<file path="src/rtl/pcx_arb_dest_if.sv">
// PCX source/destination bundle for one per-destination arbiter.
// slave: arbiter side (reqs/atom/stall in, queue controls, grants, err out).
interface pcx_arb_dest_if #(
  parameter int NSRC = 5
);
  logic [NSRC-1:0] spc_pcx_req_pq;
  logic [NSRC-1:0] spc_pcx_atom_pq;
  logic            sctag_pcx_stall_pq;
  logic [NSRC-1:0] arb_pcxdp_grant_pa;
  logic [NSRC-1:0] arb_pcxdp_q0_hold_pa_l;
  logic [NSRC-1:0] arb_pcxdp_qsel0_pa;
  logic [NSRC-1:0] arb_pcxdp_qsel1_pa_l;
  logic [NSRC-1:0] arb_pcxdp_shift_px;
  logic [NSRC-1:0] pcx_spc_grant_px;
  logic            arb_err;

  modport master (
    output spc_pcx_req_pq, spc_pcx_atom_pq,
    output sctag_pcx_stall_pq,
    input  arb_pcxdp_grant_pa,
    input  arb_pcxdp_q0_hold_pa_l,
    input  arb_pcxdp_qsel0_pa,
    input  arb_pcxdp_qsel1_pa_l,
    input  arb_pcxdp_shift_px,
    input  pcx_spc_grant_px, arb_err
  );

  modport slave (
    input  spc_pcx_req_pq, spc_pcx_atom_pq,
    input  sctag_pcx_stall_pq,
    output arb_pcxdp_grant_pa,
    output arb_pcxdp_q0_hold_pa_l,
    output arb_pcxdp_qsel0_pa,
    output arb_pcxdp_qsel1_pa_l,
    output arb_pcxdp_shift_px,
    output pcx_spc_grant_px, arb_err
  );
endinterface

</file>
<file path="src/rtl/pcx_arb_dest.sv">
// Per-destination PCX arbiter: tracks 2-entry source queues, round-robin
// grant with atomic-pair lock. Ports: rclk, arst_l, bus (slave).
// Optional: PCX_ARB_ERR_CHK_EN enables the sticky arb_err checker.
module pcx_arb_dest #(
  parameter int NSRC       = 5,
  parameter int RR_RST_PTR = 0
) (
  input  logic rclk,
  input  logic arst_l,
  pcx_arb_dest_if.slave bus
);
  localparam int PW = (NSRC > 1) ? $clog2(NSRC) : 1;

  logic [NSRC-1:0] req_pa_q, req_pa_d;
  logic [NSRC-1:0] atom_pa_q, atom_pa_d;
  logic            stall_pa_q, stall_pa_d;
  logic [1:0]      cnt_q [NSRC];
  logic [1:0]      cnt_d [NSRC];
  logic [NSRC-1:0] aq0_q, aq0_d;
  logic [NSRC-1:0] aq1_q, aq1_d;
  logic            lock_q, lock_d;
  logic [PW-1:0]   lock_src_q, lock_src_d;
  logic [PW-1:0]   rr_q, rr_d;
  logic [NSRC-1:0] cred_q, cred_d;

  logic [NSRC-1:0] elig, gnt;
  logic [NSRC-1:0] qsel0, qsel1_l, shift;
  logic [NSRC-1:0] ovf, aerr;

  always_comb begin
    req_pa_d   = bus.spc_pcx_req_pq;
    atom_pa_d  = bus.spc_pcx_atom_pq;
    stall_pa_d = bus.sctag_pcx_stall_pq;
    cred_d     = gnt;
  end

  // An atomic head is only eligible once its second half is queued.
  always_comb begin
    for (int i = 0; i < NSRC; i++) begin
      elig[i] = (cnt_q[i] == 2'd2) |
                ((cnt_q[i] == 2'd1) & ~aq0_q[i]);
    end
  end

  // Locked second half is forced through, even under stall.
  always_comb begin
    int idx;
    int gidx;
    int nxt;
    logic hit;
    gnt        = '0;
    hit        = 1'b0;
    idx        = 0;
    gidx       = 0;
    nxt        = 0;
    lock_d     = lock_q;
    lock_src_d = lock_src_q;
    rr_d       = rr_q;
    if (lock_q) begin
      gnt[lock_src_q] = 1'b1;
      hit  = 1'b1;
      gidx = int'(lock_src_q);
    end else if (!stall_pa_q) begin
      for (int k = 0; k < NSRC; k++) begin
        idx = int'(rr_q) + k;
        if (idx >= NSRC) idx = idx - NSRC;
        if (!hit && elig[idx]) begin
          gnt[idx] = 1'b1;
          hit  = 1'b1;
          gidx = idx;
        end
      end
    end
    if (hit) begin
      if (aq0_q[gidx]) begin
        lock_d     = 1'b1;
        lock_src_d = PW'(gidx);
      end else begin
        lock_d = 1'b0;
        nxt    = (gidx == NSRC - 1) ? 0 : gidx + 1;
        rr_d   = PW'(nxt);
      end
    end
  end

  always_comb begin
    for (int i = 0; i < NSRC; i++) begin
      qsel0[i]   = req_pa_q[i] &
                   ((cnt_q[i] == 2'd0) |
                    ((cnt_q[i] == 2'd1) & gnt[i]));
      qsel1_l[i] = ~(req_pa_q[i] & ~qsel0[i]);
      shift[i]   = gnt[i] & (cnt_q[i] == 2'd2);
      ovf[i]     = req_pa_q[i] & (cnt_q[i] == 2'd2) & ~gnt[i];
      aerr[i]    = atom_pa_q[i] & (cnt_q[i] == 2'd2) & ~gnt[i];
      cnt_d[i]   = cnt_q[i];
      aq0_d[i]   = aq0_q[i];
      aq1_d[i]   = aq1_q[i];
      // Full queue with no grant: incoming packet is dropped.
      priority case (1'b1)
        shift[i]: begin
          cnt_d[i] = req_pa_q[i] ? 2'd2 : 2'd1;
          aq0_d[i] = aq1_q[i];
          aq1_d[i] = req_pa_q[i] & atom_pa_q[i];
        end
        gnt[i]: begin
          cnt_d[i] = {1'b0, req_pa_q[i]};
          aq0_d[i] = req_pa_q[i] & atom_pa_q[i];
          aq1_d[i] = 1'b0;
        end
        qsel0[i]: begin
          cnt_d[i] = 2'd1;
          aq0_d[i] = atom_pa_q[i];
        end
        (req_pa_q[i] & (cnt_q[i] == 2'd1)): begin
          cnt_d[i] = 2'd2;
          aq1_d[i] = atom_pa_q[i];
        end
        default: ;
      endcase
    end
  end

  always_ff @(posedge rclk or negedge arst_l) begin
    if (!arst_l) begin
      req_pa_q   <= '0;
      atom_pa_q  <= '0;
      stall_pa_q <= 1'b0;
      aq0_q      <= '0;
      aq1_q      <= '0;
      lock_q     <= 1'b0;
      lock_src_q <= '0;
      rr_q       <= PW'(RR_RST_PTR);
      cred_q     <= '0;
      for (int i = 0; i < NSRC; i++) cnt_q[i] <= 2'd0;
    end else begin
      req_pa_q   <= req_pa_d;
      atom_pa_q  <= atom_pa_d;
      stall_pa_q <= stall_pa_d;
      aq0_q      <= aq0_d;
      aq1_q      <= aq1_d;
      lock_q     <= lock_d;
      lock_src_q <= lock_src_d;
      rr_q       <= rr_d;
      cred_q     <= cred_d;
      for (int i = 0; i < NSRC; i++) cnt_q[i] <= cnt_d[i];
    end
  end

`ifdef PCX_ARB_ERR_CHK_EN
  logic err_q, err_d;

  always_comb err_d = err_q | (|ovf) | (|aerr);

  always_ff @(posedge rclk or negedge arst_l) begin
    if (!arst_l) err_q <= 1'b0;
    else         err_q <= err_d;
  end

  assign bus.arb_err = err_q;
`else
  logic unused_err;
  assign unused_err  = (|ovf) | (|aerr);
  assign bus.arb_err = 1'b0;
`endif

  assign bus.arb_pcxdp_grant_pa     = gnt;
  assign bus.arb_pcxdp_qsel0_pa     = qsel0;
  assign bus.arb_pcxdp_qsel1_pa_l   = qsel1_l;
  assign bus.arb_pcxdp_shift_px     = shift;
  assign bus.arb_pcxdp_q0_hold_pa_l = qsel0 | shift;
  assign bus.pcx_spc_grant_px       = cred_q;
endmodule

</file>
<file path="src/flat_wrapper.sv">
// flat-port wrapper written by rule: the top's interface ports become plain ports
module pcx_arb_dest_flat 
#(
  parameter int NSRC       = 5,
  parameter int RR_RST_PTR = 0
)
  (rclk, arst_l, bus_spc_pcx_req_pq, bus_spc_pcx_atom_pq, bus_sctag_pcx_stall_pq, bus_arb_pcxdp_grant_pa, bus_arb_pcxdp_q0_hold_pa_l, bus_arb_pcxdp_qsel0_pa, bus_arb_pcxdp_qsel1_pa_l, bus_arb_pcxdp_shift_px, bus_pcx_spc_grant_px, bus_arb_err);
  pcx_arb_dest_if #(.NSRC(NSRC)) bus_i ();
  input  logic rclk;
  input  logic arst_l;
  input wire logic [$bits(bus_i.spc_pcx_req_pq)-1:0] bus_spc_pcx_req_pq;
  input wire logic [$bits(bus_i.spc_pcx_atom_pq)-1:0] bus_spc_pcx_atom_pq;
  input wire logic [$bits(bus_i.sctag_pcx_stall_pq)-1:0] bus_sctag_pcx_stall_pq;
  output wire logic [$bits(bus_i.arb_pcxdp_grant_pa)-1:0] bus_arb_pcxdp_grant_pa;
  output wire logic [$bits(bus_i.arb_pcxdp_q0_hold_pa_l)-1:0] bus_arb_pcxdp_q0_hold_pa_l;
  output wire logic [$bits(bus_i.arb_pcxdp_qsel0_pa)-1:0] bus_arb_pcxdp_qsel0_pa;
  output wire logic [$bits(bus_i.arb_pcxdp_qsel1_pa_l)-1:0] bus_arb_pcxdp_qsel1_pa_l;
  output wire logic [$bits(bus_i.arb_pcxdp_shift_px)-1:0] bus_arb_pcxdp_shift_px;
  output wire logic [$bits(bus_i.pcx_spc_grant_px)-1:0] bus_pcx_spc_grant_px;
  output wire logic [$bits(bus_i.arb_err)-1:0] bus_arb_err;
  assign bus_i.spc_pcx_req_pq = bus_spc_pcx_req_pq;
  assign bus_i.spc_pcx_atom_pq = bus_spc_pcx_atom_pq;
  assign bus_i.sctag_pcx_stall_pq = bus_sctag_pcx_stall_pq;
  assign bus_arb_pcxdp_grant_pa = bus_i.arb_pcxdp_grant_pa;
  assign bus_arb_pcxdp_q0_hold_pa_l = bus_i.arb_pcxdp_q0_hold_pa_l;
  assign bus_arb_pcxdp_qsel0_pa = bus_i.arb_pcxdp_qsel0_pa;
  assign bus_arb_pcxdp_qsel1_pa_l = bus_i.arb_pcxdp_qsel1_pa_l;
  assign bus_arb_pcxdp_shift_px = bus_i.arb_pcxdp_shift_px;
  assign bus_pcx_spc_grant_px = bus_i.pcx_spc_grant_px;
  assign bus_arb_err = bus_i.arb_err;
  pcx_arb_dest #(.NSRC(NSRC), .RR_RST_PTR(RR_RST_PTR)) u_core (.rclk(rclk), .arst_l(arst_l), .bus(bus_i));
endmodule
</file>
<file path="config.mk">
export PLATFORM = sky130hd
export DESIGN_NAME = pcx_arb_dest_flat
export DESIGN_NICKNAME = d
export VERILOG_FILES = /design/src/rtl/pcx_arb_dest_if.sv /design/src/rtl/pcx_arb_dest.sv /design/src/flat_wrapper.sv
export SDC_FILE = /design/constraint.sdc
export NUM_CORES = 1
export LEC_CHECK = 0
export BUFFER_PORTS_ARGS = -buffer_cell sky130_fd_sc_hd__buf_2
export CORE_ASPECT_RATIO = 1.1
export CORE_UTILIZATION = 60
export DETAILED_ROUTE_END_ITERATION = 8
export HOLD_SLACK_MARGIN = 0.06
export PLACE_DENSITY = 0.82
export REMOVE_ABC_BUFFERS = 1
export SLEW_MARGIN = 20
export SYNTH_ARGS = -nofsm -noshare
export SYNTH_HDL_FRONTEND = slang
export SYNTH_SLANG_ARGS = --single-unit
</file>
<file path="constraint.sdc">
create_clock -name rclk -period 5.6 [get_ports rclk]
set_input_delay 0.28 -clock rclk [delete_from_list [all_inputs] [get_ports rclk]]
set_output_delay 0.28 -clock rclk [all_outputs]
set_load 0.02 [all_outputs]
</file>
# --- Yosys cells after proc, flatten, opt, wreduce, memory -nomap -nowiden ---
# Cells that the tools add are included.
word_totals:
  ff_bits: 43
  in_bits: 13
  output_inout_bits: 31
  word_cells: 317
classes:
  add_sub_neg: 10
  n_lt_le_gt_ge: 18
  n_eq_ne: 16
  muxes: 144
  bitwise_logic: 66
  n_reduce_logical: 41
op_table:
  columns: ["cell", "count"]
  rows:
  - ["32-bit 2-to-1 mux", 22]
  - ["32-bit by 5-bit less-than comparator with 1-bit output, second input constant", 6]
  - ["32-bit by 1-bit greater-or-equal comparator with 1-bit output, second input constant", 5]
  - ["32-bit by 4-bit greater-or-equal comparator with 1-bit output, second input constant", 4]
  - ["32-bit by 4-bit subtractor with 32-bit output, second input constant", 4]
  - ["5-bit 2-to-1 mux", 15]
  - ["1-bit 2-to-1 mux", 69]
  - ["2-bit 2-to-1 mux", 25]
  - ["1-bit bitwise AND", 35]
  - ["32-bit by 4-bit == test with 1-bit output, second input constant", 1]
  - ["3-bit nonzero test", 10]
  - ["5-bit OR", 5]
  - ["4-bit nonzero test", 5]
  - ["1-bit binary-select mux with 3-bit select", 6]
  - ["1-bit demux with 3-bit select", 6]
  - ["1-bit inverter", 16]
  - ["3-bit by 2-bit inequality test with 1-bit output, second input constant", 5]
  - ["2-bit AND reduction", 7]
  - ["2-bit by 1-bit == test with 1-bit output, second input constant", 5]
  - ["2-bit == test, second input constant", 5]
  - ["1-bit logical AND", 10]
  - ["2-bit zero test", 5]
  - ["1-bit OR", 10]
  - ["3-bit by 2-bit adder with 4-bit output, second input constant", 2]
  - ["other kinds (9)", 12]

# --- Logic depth before layout (Yosys ltp) ---
logic_depth:
  word_depth: 36
  ltp_mapped: 20
  depth_no_buf: 18

# --- Worst setup path after synthesis ---
# OpenSTA, ideal clock, no wires.
synth_path:
  kind: "reg2out"
  from: "register u_core.rr_q[0]"
  to: "output bus_arb_pcxdp_q0_hold_pa_l[2]"
  arrival_ns: 4.395
  required_time_ns: 5.320
  slack_ns: 0.925
  stages_incl_launch_ff: 19
  n_path_buf: 3
  cell_sequence: "dfrtp_1 > buf_4 > inv_1 > buf_2 > ha_1 > fa_1 > a21bo_2 > buf_2 > mux2i_4 > mux2_2 > o22ai_2 > nand2b_1 > nand3_1 > o311ai_0 > o21ai_0 > o211ai_2 > nor2_1 > nor2_1 > or2_2"
synth_via:
  elab_chain_len: 34
  word_cells_on_any_way: 113
  classes_between: "9 x add/sub; 15 x order compare; 67 x mux; 9 x bitwise; 13 x reduce/logical"
synth_rtl:
  columns: ["element", "line", "text"]
  rows:
  - ["from (decl)", "pcx_arb_dest.sv:23", "logic [PW-1:0] rr_q, rr_d;"]
  - ["from (signal assigned)", "pcx_arb_dest.sv:132", "rr_q <= PW'(RR_RST_PTR);"]
  - ["from (signal assigned)", "pcx_arb_dest.sv:143", "rr_q <= rr_d;"]
  - ["parallel branches: the longest is 27 deep, another holds 32-bit by 4-bit subtractor with 32-bit output", null, null]
  - ["5-bit 2-to-1 mux *", "pcx_arb_dest.sv:67", "if (!hit && elig[idx]) begin"]
  - ["5-bit 2-to-1 mux *", "pcx_arb_dest.sv:63", "end else if (!stall_pa_q) begin"]
  - ["5-bit 2-to-1 mux *", "pcx_arb_dest.sv:59", "if (lock_q) begin"]
  - ["net bus_arb_pcxdp_grant_pa[2]", "flat_wrapper.sv:14", "output wire logic [$bits(bus_i.arb_pcxdp_grant_pa)-1:0] bus_arb_pcxdp_grant_pa;"]
  - ["1-bit bitwise AND *", "pcx_arb_dest.sv:90", "((cnt_q[i] == 2'd1) & gnt[i]));"]
  - ["1-bit OR *", "pcx_arb_dest.sv:89", "((cnt_q[i] == 2'd0) |"]
  - ["1-bit bitwise AND *", "pcx_arb_dest.sv:88", "qsel0[i] = req_pa_q[i] &"]
  - ["net bus_arb_pcxdp_qsel0_pa[2]", "flat_wrapper.sv:16", "output wire logic [$bits(bus_i.arb_pcxdp_qsel0_pa)-1:0] bus_arb_pcxdp_qsel0_pa;"]
  - ["5-bit OR *", "pcx_arb_dest.sv:170", "assign bus.arb_pcxdp_q0_hold_pa_l = qsel0 | shift;"]
  - ["to (decl)", "flat_wrapper.sv:15", "output wire logic [$bits(bus_i.arb_pcxdp_q0_hold_pa_l)-1:0] bus_arb_pcxdp_q0_hold_pa_l;"]
# Mark *: on every way through the listed nets, which the timed path passes. The select of a mux whose other input is x is not followed.

# --- Worst setup path after layout ---
layout_path:
  from: "register u_core.rr_q[0]"
  to: "output bus_arb_pcxdp_q0_hold_pa_l[4]"
layout_via:
  elab_chain_len: 34
  word_cells_on_any_way: 113
  classes_between: "9 x add/sub; 15 x order compare; 67 x mux; 9 x bitwise; 13 x reduce/logical"
layout_rtl:
  columns: ["element", "line"]
  rows:
  - ["parallel branches: the longest is 27 deep, another holds 32-bit by 4-bit subtractor with 32-bit output", null]
  - ["5-bit 2-to-1 mux *", "pcx_arb_dest.sv:67"]
  - ["5-bit 2-to-1 mux *", "pcx_arb_dest.sv:63"]
  - ["5-bit 2-to-1 mux *", "pcx_arb_dest.sv:59"]
  - ["1-bit bitwise AND", "pcx_arb_dest.sv:90"]
  - ["1-bit OR", "pcx_arb_dest.sv:89"]
  - ["1-bit bitwise AND", "pcx_arb_dest.sv:88"]
  - ["5-bit OR *", "pcx_arb_dest.sv:170"]
# Every way passes the cells marked *. The select of a mux whose other input is x is not followed.

==> flow_summary.ini <==
[critical_path]
arrival_ps = 4930
critical_path_class = reg -> out
ff2ff_path_depth = 16
cp_common_cell = ha_1
critPathRequiredTime_ps = 5320
cp-end-kind = output pin
reg2reg_slack_ps = 660
r2r_start = u_core.rr_q[0]
crit_chain = inv_1 > ha_1 > ha_1 > nor3_1 > a21oi_1 > o211ai_1 > o41a_1 > nand4_2 > nor4_1 > or4_1 > a21oi_2 > and2_1 > o22ai_1 > buf_2
timing.rr.end = u_core.rr_q[1]
cp_max_fo = 17
cp_slowest_cell = ha_1
startpoint = u_core.rr_q[0]
cp-start-kind = flop
crit_end = bus_arb_pcxdp_q0_hold_pa_l[4]
cpPeakStageDelay_ps = 650

[status]
outcome = complete, no violations

[yosys]
synth_top_area_cell = dfrtp_1
synth.distinct_cells = 87
yosys_warnings = 0
synth_edf_count = 0
netlist.area_leader.share_pct = 25.3
yosysSeqAreaShare_pct = 25.3
synth_seq_cells = 43
syn_inst = 532
syn_area_mm2 = 0.00425
synth_top_flop_cell = dfrtp_1
synth_area_leaders = dfrtp_1 (25%), ha_1 (6.5%), nand2_1 (5.4%), o21ai_0 (4.6%), nor2_1 (3.7%)
async_reset_ff_share_pct = 100
syn_avg_cell_area_um2 = 7.98

[clocking]
cts_max_path_buffers = 2
cts_setup_buffers = 0
cts_htree_levels = 2
cts_buffers = 5
path_clk_slew_ps = 90
clk_latency_ps = 310
cts_tree = yes
cts_root_buf = clkbuf_8
cts_sinks = 43

[layout]
post-route-util_pct = 69.2
drive_above_1_share_pct = 16.0
layout.nets = 605
synthToLayoutAreaGrowth_pct = 9.37
antenna_cells = 0

[sta]
fmax_ghz = 0.192
worstMarginPinSlew_ps = 820
setup_viol = 0
rsz0062_at_grt = false
finalCritPeriodShare_pct = 93.1
setup-tns-final_ps = 0
setup_slack_ps = 386
max_slew_margin_pct = 44.8
drv_slew = 0
hold_viol_final = 0
skew_ps = 9.53
timing.final.crit_period_ps = 5210

[floorplan]
fp.dieW_um = 82.2
dieArea_mm2 = 0.00742
num_io_pins = 44
start_util_pct = 63.3
die_y_um = 90.3
core_area_mm2 = 0.00671
rows = 31

[detailed_routing]
dr.pass1.iters = 5
drt_iter0_markers = 395
drc_errors = 0
ant_nets = 0
vias = 4344
via_per_inst = 6.66
totalWireLength_um = 12400
wl_per_cell_um = 19.0

[worst_hold_path]
min_path_type = in -> reg

[grt]
antenna_found_initial = 0
grt_pass1_wl_um = 19400
grt_max_degree = 44
grt_pass1_vias = 3800
grtUsageTotal_pct = 34.6
grt_overflow = 0

[placed_design]
dp_hpwl_um = 9370
dp_slack_ps = 793
gp_congestion = 1.02
port_buffers = 42

[flow_run]
cap_violations = 0
-- synthesized netlist by cell type, types with 13 or more instances --
master	n
nand2_1	61
nand3_1	20
dfrtp_1	43
a21oi_1	20
nor3_1	16
nand2b_1	17
nor2_1	42
ha_1	22
inv_1	25
nor2b_1	13
o21ai_0	39
-- routing by layer --
metal  vias to the layer above  GRT usage [%]  routed length [um]
met5                         -              0                   0
met3                        45           4.65                 651
met2                       170           54.2                5940
met1                      2086           47.0                5270
li1                       2043              -                   -
met4                         0           14.8                 514
-- area by class of cell --
class / instances / area, um2
Inverter: 26 / 97.6
Tap cell: 82 / 103
Clock buffer: 5 / 68.8
Timing Repair Buffer: 54 / 325
Sequential cell: 43 / 1080
Multi-Input combinational cell: 439 / 2950
Clock inverter: 3 / 23.8
Fill cell: 551 / 2060
-- worst min-delay path by stage --
stage | endpoint | cells after the start | startpoint
finish | u_core.req_pa_q[4] | 1 | bus_spc_pcx_req_pq[4]
global route | u_core.atom_pa_q[1] | 1 | bus_spc_pcx_atom_pq[1]
CTS | u_core.req_pa_q[4] | 1 | bus_spc_pcx_req_pq[4]
detailed placement | u_core.req_pa_q[2] | 1 | bus_spc_pcx_req_pq[2]
global placement | u_core.atom_pa_q[0] | 1 | bus_spc_pcx_atom_pq[0]
floorplan | u_core.aq0_q[0] | 0 | arst_l
-- per-stage QoR --
step | hold WS (ps) | cell area (um2) | instances
3_5_place_dp | 389 | 4480 | 638
6_report | 68.0 | 4650 | 652
2_1_floorplan | -15.6 | 4120 | 508
3_3_place_gp | 388 | 4480 | 638
5_1_grt | 62.3 | 4650 | 652
4_1_cts | 60.8 | 4570 | 646
-- cells in the final DEF (no fill, tap or decap), types with 7 or more instances in the layout --
| cell | n |
|---|---|
| nand2b_1 | 17 |
| ha_1 | 22 |
| nor2_1 | 41 |
| xnor2_1 | 7 |
| nor2b_1 | 13 |
| dfrtp_1 | 43 |
| o21ai_0 | 39 |
| a21oi_1 | 20 |
| mux2i_1 | 11 |
| nand2_1 | 61 |
| and3_1 | 8 |
| nor3_1 | 16 |
| o22ai_1 | 8 |
| inv_1 | 25 |
| nand3_1 | 20 |
| buf_2 | 42 |
| or3_1 | 7 |
| a21o_1 | 11 |
-- worst max-delay path, delay by kind of cell (launching register included) --
kind,cells,cell delay [ps]
buf+inv,2,370
flops,1,360
compound gates,5,1540
fa+ha+maj,2,990
simple gates,5,1350
-- registers in the layout, indices dropped and copies added (netlist names) --
signal and flops:
u_core.aq0_q 5, u_core.aq1_q 5, u_core.atom_pa_q 5, u_core.bus.pcx_spc_grant_px 5, u_core.cnt_q 10, u_core.lock_q 1, u_core.lock_src_q 3, u_core.req_pa_q 5
u_core.rr_q 3, u_core.stall_pa_q 1
-- cell families (layout without fill, tap and decap cells) --
group / after synthesis / in the layout / synth area share, %
compound gates: 158 / 158 / 27.1
xor+xnor: 8 / 8 / 1.65
fa+ha+maj: 23 / 23 / 6.95
buf+inv: 50 / 88 / 5.24
flops: 43 / 43 / 25.3
mux: 21 / 21 / 5.95
other cells: 1 / 1 / 0.0883
simple gates: 228 / 228 / 27.7
-- repair_timing --
action,in CTS,in global routing
hold buffers,0,5
setup endpoints to repair,0,1
hold endpoints to repair,0,15
resized for setup,0,1
Power is left out: the tool's default activity adds up to more than one toggle a clock period on the data nets, which glitch-free logic cannot reach.
